### config.mk
export PLATFORM = sky130hd
export DESIGN_NAME = lock_input_conditioner
export DESIGN_NICKNAME = d
export VERILOG_FILES = /design/src/rtl/lock_input_conditioner.sv
export SDC_FILE = /design/constraint.sdc
export NUM_CORES = 1
export LEC_CHECK = 0
export CORE_MARGIN = 2
export CORE_UTILIZATION = 47
export CTS_CLUSTER_SIZE = 12
export DETAILED_ROUTE_END_ITERATION = 16
export PLACE_DENSITY = 0.73
export SLEW_MARGIN = 5
export SYNTH_ARGS = -nofsm -noshare
export SYNTH_HDL_FRONTEND = slang
export SYNTH_SLANG_ARGS = --single-unit
### constraint.sdc
create_clock -name clk -period 1.4 [get_ports clk]
set_clock_uncertainty 0.2 [all_clocks]
set_input_delay 0.28 -clock clk [delete_from_list [all_inputs] [get_ports clk]]
set_output_delay 0.28 -clock clk [all_outputs]
set_load 0.005 [all_outputs]
### src/rtl/lock_input_conditioner.sv
// Input conditioner for the canal-lock controller: sync, debounce and edge-detect switches and
// water keys, with key auto-repeat (enabled by LOCK_IN_REPEAT_EN) and a raise/lower interlock.
module lock_input_conditioner #(
  parameter int DEBOUNCE_CYCLES = 4,
  parameter int REPEAT_DELAY    = 8,
  parameter int REPEAT_PERIOD   = 2
) (
  input  logic       clk,
  input  logic       reset,
  input  logic [3:0] sw_raw,
  input  logic [1:0] key_n_raw,
  output logic [3:0] sw_level,
  output logic [3:0] sw_rise,
  output logic [3:0] sw_fall,
  output logic [1:0] key_held,
  output logic [1:0] key_press
);

  localparam int NB = 6;
  localparam int DW = $clog2(DEBOUNCE_CYCLES + 1);

`ifdef LOCK_IN_REPEAT_EN
  typedef enum logic [1:0] {K_IDLE, K_DELAY, K_REPEAT, K_LOCKOUT} key_state_e;
  localparam int RMAX = (REPEAT_DELAY > REPEAT_PERIOD) ? REPEAT_DELAY : REPEAT_PERIOD;
  localparam int RW   = $clog2(RMAX + 1);
  logic [RW-1:0] rcnt_q [2];
`else
  typedef enum logic {K_IDLE, K_LOCKOUT} key_state_e;
`endif

  logic [3:0]    sw_s1_q, sw_s2_q;
  logic [1:0]    key_s1_q, key_s2_q;
  logic [NB-1:0] sync_w;
  logic [NB-1:0] lvl_q, lvl_d;
  logic [DW-1:0] cnt_q [NB];
  logic [DW-1:0] cnt_d [NB];
  logic [3:0]    rise_q, fall_q;
  logic [1:0]    press_q;
  logic [1:0]    held_nx;
  key_state_e    state_q [2];

  // Bits [3:0] are switches, [5:4] are keys converted to active-high after the chain.
  assign sync_w = {~key_s2_q, sw_s2_q};

  always_comb begin
    for (int i = 0; i < NB; i++) begin
      cnt_d[i] = '0;
      lvl_d[i] = lvl_q[i];
      if (sync_w[i] != lvl_q[i]) begin
        if (cnt_q[i] == DW'(DEBOUNCE_CYCLES - 1)) lvl_d[i] = ~lvl_q[i];
        else                                      cnt_d[i] = cnt_q[i] + 1'b1;
      end
    end
  end

  always_ff @(posedge clk) begin
    if (reset) begin
      sw_s1_q  <= '0;
      sw_s2_q  <= '0;
      key_s1_q <= '1;
      key_s2_q <= '1;
      lvl_q    <= '0;
      rise_q   <= '0;
      fall_q   <= '0;
      for (int i = 0; i < NB; i++) cnt_q[i] <= '0;
    end else begin
      sw_s1_q  <= sw_raw;
      sw_s2_q  <= sw_s1_q;
      key_s1_q <= key_n_raw;
      key_s2_q <= key_s1_q;
      lvl_q    <= lvl_d;
      rise_q   <= lvl_d[3:0] & ~lvl_q[3:0];
      fall_q   <= ~lvl_d[3:0] & lvl_q[3:0];
      for (int i = 0; i < NB; i++) cnt_q[i] <= cnt_d[i];
    end
  end

  // The key FSMs look at the level being registered this edge, so the first press pulse
  // lines up with the cycle key_held first reads 1.
  assign held_nx = lvl_d[5:4];

  always_ff @(posedge clk) begin
    if (reset) begin
      press_q <= '0;
      for (int k = 0; k < 2; k++) begin
        state_q[k] <= K_IDLE;
`ifdef LOCK_IN_REPEAT_EN
        rcnt_q[k]  <= '0;
`endif
      end
    end else begin
      for (int k = 0; k < 2; k++) begin
        press_q[k] <= 1'b0;
        if (&held_nx) begin
          state_q[k] <= K_LOCKOUT;
        end else if (!held_nx[k]) begin
          state_q[k] <= K_IDLE;
        end else begin
          case (state_q[k])
            K_IDLE: begin
              press_q[k] <= 1'b1;
`ifdef LOCK_IN_REPEAT_EN
              state_q[k] <= K_DELAY;
              rcnt_q[k]  <= RW'(REPEAT_DELAY);
`else
              // Without repeat, LOCKOUT doubles as "wait for release".
              state_q[k] <= K_LOCKOUT;
`endif
            end
`ifdef LOCK_IN_REPEAT_EN
            K_DELAY, K_REPEAT: begin
              if (rcnt_q[k] == RW'(1)) begin
                press_q[k] <= 1'b1;
                rcnt_q[k]  <= RW'(REPEAT_PERIOD);
                state_q[k] <= K_REPEAT;
              end else begin
                rcnt_q[k]  <= rcnt_q[k] - 1'b1;
              end
            end
`endif
            default: state_q[k] <= K_LOCKOUT;
          endcase
        end
      end
    end
  end

  assign sw_level  = lvl_q[3:0];
  assign sw_rise   = rise_q;
  assign sw_fall   = fall_q;
  assign key_held  = lvl_q[5:4];
  assign key_press = press_q;

endmodule

==> reports/results.txt, run 1 <==
Power density cells - 980.6 nW/um2
Synth Instances - 144
Startpoint types - flop
Post-CTS Hold Fix Bufs - 0
Flop2flop setup slack - -0.03 ns
# DRC - 0
Fraction of layout cells with a size suffix above 1 - 0.5550
Clk root buf - clkbuf_4
Final setup viols - 13
CP arrival - 1.53 ns
Worst EP required - 1.50 ns
Internal power - 1828 uW
Num CTS Buffers - 5
Top cell type by total area after synthesis - dfxtp_1
Logic gate share of total power - 0.039
Netlist cell types - 23
Die Span Y - 63.12 um
Maximum clock rate - 699.5 MHz
CP Max Fanout - 4
Ant. Diodes - 0
Rows - 21
Place WS - -0.3166 ns
DRT iter0 DRCs - 30
Final WS setup - -0.02953 ns
IO buf count - 23
Crit Path Category - reg -> reg
Die area - 3984 um2
Share of power burned in registers - 0.618
Final RePlAce weighted congestion - 0.6996
P&R area growth vs syn - 42.27%
Total Routing Usage GR - 0.1528
CP delay by family, top - simple AND/OR/NAND/NOR gates
Yosys top cell area share - 0.5605
DR vias/cell - 4.658
Synth area leaders - dfxtp_1 56%, ha_1 9.1%, nor2_1 4.8%, edfxtp_1 3.7%, nor2b_1 3.0%
RSZ-0062 raised after global routing - true
Total clock sinks - 48
Failing checks - setup timing
Vias - 1104
Classification of the worst-slack hold path - reg -> reg
WL per Instance - 12.08 um
Clock Pin Slew Worst Setup and Hold Paths - 0.13 ns
Maximum vdd drop - 0.8758 mV
Syn Std Cell Area - 1643 um2
Die width - 63.12 um
Slowest stage delay, CP - 0.39 ns
Slew Viols, Final - 0
P_leak - 0.0008948 uW
CP bufs+invs - 0
CP endpoint kind - flop
Core outline area - 3337 um2
Vias in the first global route - 1126
Warnings from Yosys - 0
DRT Pass-1 Iters - 2
Hold Fails Final Rpt - 0
WL final - 2863 um
Final worst-path cycle share - 1.021
Final worst path period need - 1.430 ns
#FFs+latches synth - 48
Gr ovfl total - 0
CTS tree - yes
Initial Utilization - 0.4923
Hold path depth - 1
Nets - 210
Clock Path Buffers - 2
Switching Share - 0.2025
Status - finished, violations left
Worst skew pair latency - 0.36 ns
Setup TNS - -0.1594 ns
Pin count of the biggest net entering global routing - 21
Seq/Total Area, Yosys - 0.5971
Post-Syn Area per Cell - 11.41 um2
Worst Reg-to-Reg Cells - 4
Max-Cap Viols - 0
Clock power share - 0.343
Initial antenna violation count - 0
Crit. path cell count - 4
Crit-path cells - ha_4 > ha_4 > or3_4 > nor2_1
Most Frequent Cell on Critical Path - ha_4
Psw - 464.2 uW
First-pass GRT wire length - 4664 um
I/O Pins - 24
H-tree depth - 2
Post-route ant nets - 0
Critical Path Slowest Stage Cell - or3_4
Dpl hpwl - 1882 um
power by group through the flow:
stage          clock [uW]  sequential [uW]  combinational (uW)
3_3_place_gp            0             1440                79.6
2_1_floorplan           0             1440                43.9
6_report              786             1420                90.3
4_1_cts               806             1410                88.8
3_5_place_dp            0             1440                82.1
5_1_grt               884             1420                99.9
flip-flops by register name, indices dropped and copies added, names as in the netlist, 4 cells and up:
register	cells
cnt_q	18
lvl_q	6
sw_fall	4
sw_rise	4
sw_s1_q	4
sw_s2_q	4
per-stage QoR:
stage	instance area, um2	utilization	hold WS (ns)	total power, uW	cells
after global routing	2337	0.7004	0.2402	2403	237
after CTS	2313	0.6933	0.2081	2308	236
final	2337	0.7004	0.2199	2292	237
after detailed placement	2057	0.6164	0.1973	1524	224
after global placement	2057	0.6164	0.1941	1520	224
after floorplan	1679	-	0.1838	1482	145
cell families (layout without fill, tap and decap cells):
family,Yosys count,count (layout),share of synthesized area
mux,4,4,0.02437
compound gates,6,6,0.03046
other cells,1,2,0.002283
xor+xnor,6,6,0.03199
buf+inv,15,61,0.03960
simple gates,52,52,0.1828
flops,48,48,0.5971
fa+ha+maj,12,12,0.09139
what timing repair did:
item	in CTS	in global routing
pin swaps	21	9
setup endpoints to repair	40	41
resized for setup	74	36
buffers inserted	4	1
cell usage in the layout, fill, tap and decap left out, types with 2 or more instances in the layout:
master           Yosys  routed
nor2_1              21      11
inv_1               12      12
a21oi_1              2       2
dfxtp_1             46      23
xor2_1               2       2
nor4bb_1             4       3
dfxtp_2              0      23
a211oi_1             2       2
xnor2_1              4       4
ha_4                 0      12
or3_4                1       6
nor3_1               4       3
clkdlybuf4s50_1      0       7
buf_2                1       2
nor3b_2              2       2
or2_2                4       4
nor2b_1              8       8
clkbuf_2             0      13
edfxtp_1             2       2
nor2_2               3      12
conb_1               1       2
clkbuf_4             0       5
a211oi_2             2       2
mux2i_1              4       2
mux2i_4              0       2
buf_4                0      16
final timing paths:
path,start,endpoint
min,key_s1_q[1],key_s2_q[1]
max reg2reg,cnt_q[5][0],cnt_q[5][0]
min reg2reg,key_s1_q[1],key_s2_q[1]
max,cnt_q[5][0],cnt_q[5][0]
Yosys cell counts:
master and count:
xor2_1 2, inv_1 12, or3_1 5, a21oi_1 2
a211oi_1 2, nor2_1 21, dfxtp_1 46, buf_2 1
or3_4 1, ha_1 12, nor2b_1 8, mux2i_1 4
edfxtp_1 2, or2_2 4, conb_1 1, xnor2_1 4
clkbuf_1 1, a211oi_2 2, nor3_1 4, buf_6 1
nor4bb_1 4, nor2_2 3, nor3b_2 2
cell type report:
class,instances,area [um2]
Clock buffer,6,41.29
Clock inverter,2,35.03
Fill cell,254,999.7
Inverter,12,45.04
Multi-Input combinational cell,82,842.1
Sequential cell,48,1010
Tap cell,46,57.56
Timing Repair Buffer,41,306.5
per-layer routing:
metal  vias to the layer above  part of all wire  global-route usage
met2                        22              0.55              0.2753
met5                         -                 0                   0
li1                        562                 -                   -
met1                       515              0.39              0.1533
met4                         0             0.017             0.06667
met3                         5             0.041             0.06250
No activity file was read; power rests on OpenSTA's default activity.
==> run 2: changes to the inputs <==
Settings changed: ABC_AREA set to 1.
==> reports/results.txt, run 2 <==
Gr ovfl total - 0 (unchanged)
Seq/Total Area, Yosys - 0.5786 (-0.01851)
Synth area leaders - dfxtp_1 54%, ha_1 8.9%, inv_1 8.4%, nor2_1 7.1%, nand2_1 3.8%
P&R area growth vs syn - 33.21%
Final worst-path cycle share - 0.9808 (-0.04025)
CTS tree - yes
Post-Syn Area per Cell - 9.315 um2 (-18%)
Clk root buf - clkbuf_4
Vias - 1263 (+14%)
Startpoint types - flop
Async SR Flop Fraction - 0 (unchanged)
CP startpoint - cnt_q[4][0]
Status - complete, no violations
Total placed cells including tap cells - 258 (+15%)
P_leak - 0.0009681 uW (+8.2%)
Ant. Diodes - 0 (unchanged)
Worst EP required - 1.31 ns (-0.19 ns)
Total Routing Usage GR - 0.1624 (+0.009566)
Share of power burned in registers - 0.612 (-0.006)
First-pass GRT wire length - 4961 um (+6.4%)
Slowest stage delay, CP - 0.36 ns (-0.03 ns)
Max-Cap Viols - 0 (unchanged)
Dpl hpwl - 2098 um (+11%)
Initial antenna violation count - 0 (unchanged)
Fraction of layout cells with a size suffix above 1 - 0.3755 (-0.1794)
Final instance area - 2258 um2 (-3.4%)
Yosys top cell area share - 0.5432 (-0.01737)
DRT Pass-1 Iters - 4 (+2)
Commonest cells in the synthesized netlist - 46 x dfxtp_1, 38 x inv_1, 32 x nor2_1
#FFs+latches synth - 48 (unchanged)
Worst Setup EP - state_q[0]
DR vias/cell - 4.593 (-1.4%)
Die width - 64.06 um (+1.5%)
Final RePlAce weighted congestion - 0.7518 (+7.5%)
Crit-path cells - ha_4 > ha_4 > o21ai_4 > nor2_2
Warnings from Yosys - 0 (unchanged)
Clock power share - 0.350 (+0.007)
Crit Path Category - reg -> reg
EDFF count, synth - 2 (unchanged)
Die area - 4104 um2 (+3.0%)
Slew Viols, Final - 0 (unchanged)
Most frequent cells in the layout - 34 x inv_1, 30 x nor2_1, 27 x dfxtp_1
Synth Instances - 182 (+26%)
Clock Path Buffers - 2 (unchanged)
Worst skew pair latency - 0.35 ns (about the same)
Final setup viols - 0 (-13)
Initial Utilization - 0.5002 (+0.007871)
Filler cell count in the final layout - 260 (+2.4%)
# DRC - 0 (unchanged)
WHS - 0.2141 ns (-0.005847 ns)
Psw - 463.9 uW (about the same)
Dpl cell area - 2031 um2 (-1.3%)
Nets - 248 (+18%)
Power density cells - 1022 nW/um2 (+4.2%)
Flop2flop setup slack - 0.03 ns (+0.06 ns)
Logic gate share of total power - 0.037 (-0.002)
Maximum clock rate - 728.2 MHz (+4.1%)
Post-synth top flop - dfxtp_1
Internal power - 1843 uW (+0.85%)
Hold Fails Final Rpt - 0 (unchanged)
Worst r2r src - cnt_q[4][0]
H-tree depth - 2 (unchanged)
CP endpoint kind - flop
Top cell type by total area after synthesis - dfxtp_1
WL final - 3149 um (+10%)
Maximum vdd drop - 0.6135 mV (-30%)
Hold path depth - 1 (unchanged)
Vias in the first global route - 1212 (+7.6%)
CP Max Fanout - 3 (-1)
Post-route ant nets - 0 (unchanged)
Syn Std Cell Area - 1695 um2 (+3.2%)
Switching Share - 0.2011 (-0.001463)
Top reg by flops - cnt_q
Flip-flop count of the largest register after layout - 18 (unchanged)
WL per Instance - 11.45 um (-5.2%)
Final worst path period need - 1.373 ns (-0.05635 ns)
Classification of the worst-slack hold path - reg -> reg
Critical Path Slowest Stage Cell - dfxtp_2
Core outline area - 3390 um2 (+1.6%)
Pin count of the biggest net entering global routing - 15 (-29%)
RR Endpoint - state_q[0]
DRT iter0 DRCs - 66 (+120%)
Non-filler cells, final - 275 (+16%)
Most Frequent Cell on Critical Path - ha_4
Most frequent cell after synthesis - dfxtp_1
Netlist cell types - 21 (-8.7%)
Total clock sinks - 48 (unchanged)
IO buf count - 23 (unchanged)
Commonest non-fill, non-tap cell in the layout - inv_1
Rows - 21 (unchanged)
I/O Pins - 24 (unchanged)
Clock Pin Slew Worst Setup and Hold Paths - 0.13 ns (about the same)
Num CTS Buffers - 5 (unchanged)
CP arrival - 1.29 ns (-0.24 ns)
RSZ-0062 raised after global routing - true
Total power - 2307 uW (+0.66%)
Die Span Y - 64.06 um (+1.5%)
Worst Reg-to-Reg Cells - 4 (unchanged)
Regs by FF count - cnt_q (18), lvl_q (6)
==> run 2: cell count changes after synthesis, sizes merged, moves of 5 or more <==
| cell | change |
|---|---|
| inv | +27 |
| nand2 | +17 |
| nand4 | +5 |
| nor2 | +8 |
| nor2b | -7 |
| o21ai | +6 |
| or3 | -6 |
==> run 2: worst min-delay path by stage <==
stage / to / slack (ns) / startpoint
3_5_place_dp: sw_s2_q[0] / 0.20 / sw_s1_q[0]
2_1_floorplan: key_s1_q[0] / 0.18 / key_n_raw[0]
3_3_place_gp: key_s2_q[0] / 0.18 / key_s1_q[0]
4_1_cts: sw_s2_q[2] / 0.22 / sw_s1_q[2]
6_report: cnt_q[0][0] / 0.21 / cnt_q[0][0]
5_1_grt: sw_s2_q[2] / 0.22 / sw_s1_q[2]
==> run 2: cell type report <==
| cell class | instances | area, um2 | share of cell area |
|---|---|---|---|
| inverter | 39 | 148.9 | 0.06593 |
| sequential | 48 | 1005 | 0.4449 |
| tap | 46 | 57.56 | 0.02548 |
| multi-input combinational | 94 | 669.4 | 0.2964 |
| clock buffer | 8 | 90.09 | 0.03989 |
| timing repair buffer | 40 | 287.8 | 0.1274 |
==> run 2: through the flow <==
stage | utilization | setup slack, ns | setup TNS, ns
after floorplan | - | 0.02052 | 0
after global placement | 0.5991 | -0.1150 | -3.035
after detailed placement | 0.5991 | -0.1530 | -5.077
after CTS | 0.6449 | 0.002408 | 0
after global routing | 0.6663 | -0.01658 | -0.04275
final | 0.6663 | 0.02682 | 0
==> run 2: kinds of logic (layout without fill, tap and decap cells) <==
logic type,count (synthesis),in the layout,share of synthesized area
other cells,1,2,0.002212
compound gates,10,10,0.02952
buf+inv,41,87,0.09594
fa+ha+maj,12,12,0.08856
simple gates,70,70,0.2052
flops,48,48,0.5786
==> run 2: per-layer routing <==
| layer | share of wire | wire length (um) | global-route usage | vias up |
|---|---|---|---|---|
| met1 | 0.38 | 1203 | 0.1504 | 579 |
| met2 | 0.56 | 1758 | 0.3125 | 30 |
| li1 | - | - | - | 648 |
| met3 | 0.044 | 138 | 0.05458 | 6 |
| met5 | 0 | 0 | 0 | - |
| met4 | 0.016 | 49 | 0.07609 | 0 |
==> run 2: timing repair <==
item / in CTS / in global routing
resized for setup: 58 / 40
endpoints found under the setup margin: 22 / 39
pin swaps: 2 / 11
setup buffers: 4 / 6
hold buffers: 0 / 0
==> run 2: worst max-delay path: cells and delay by family, from the launching register on <==
kind	cells	cell delay (ns)
DFF	1	0.36
adders and majority gates	2	0.34
and+or+nand+nor	1	0.05
AOI/OAI and AO/OA	1	0.19
==> run 2: power groups by stage <==
stage / sequential, uW / combinational [uW] / clock [uW]
finish: 1410 / 86.2 / 808
global route: 1420 / 98.1 / 887
CTS: 1410 / 83.4 / 827
global placement: 1440 / 78.3 / 0
detailed placement: 1440 / 82.6 / 0
floorplan: 1440 / 46.6 / 0
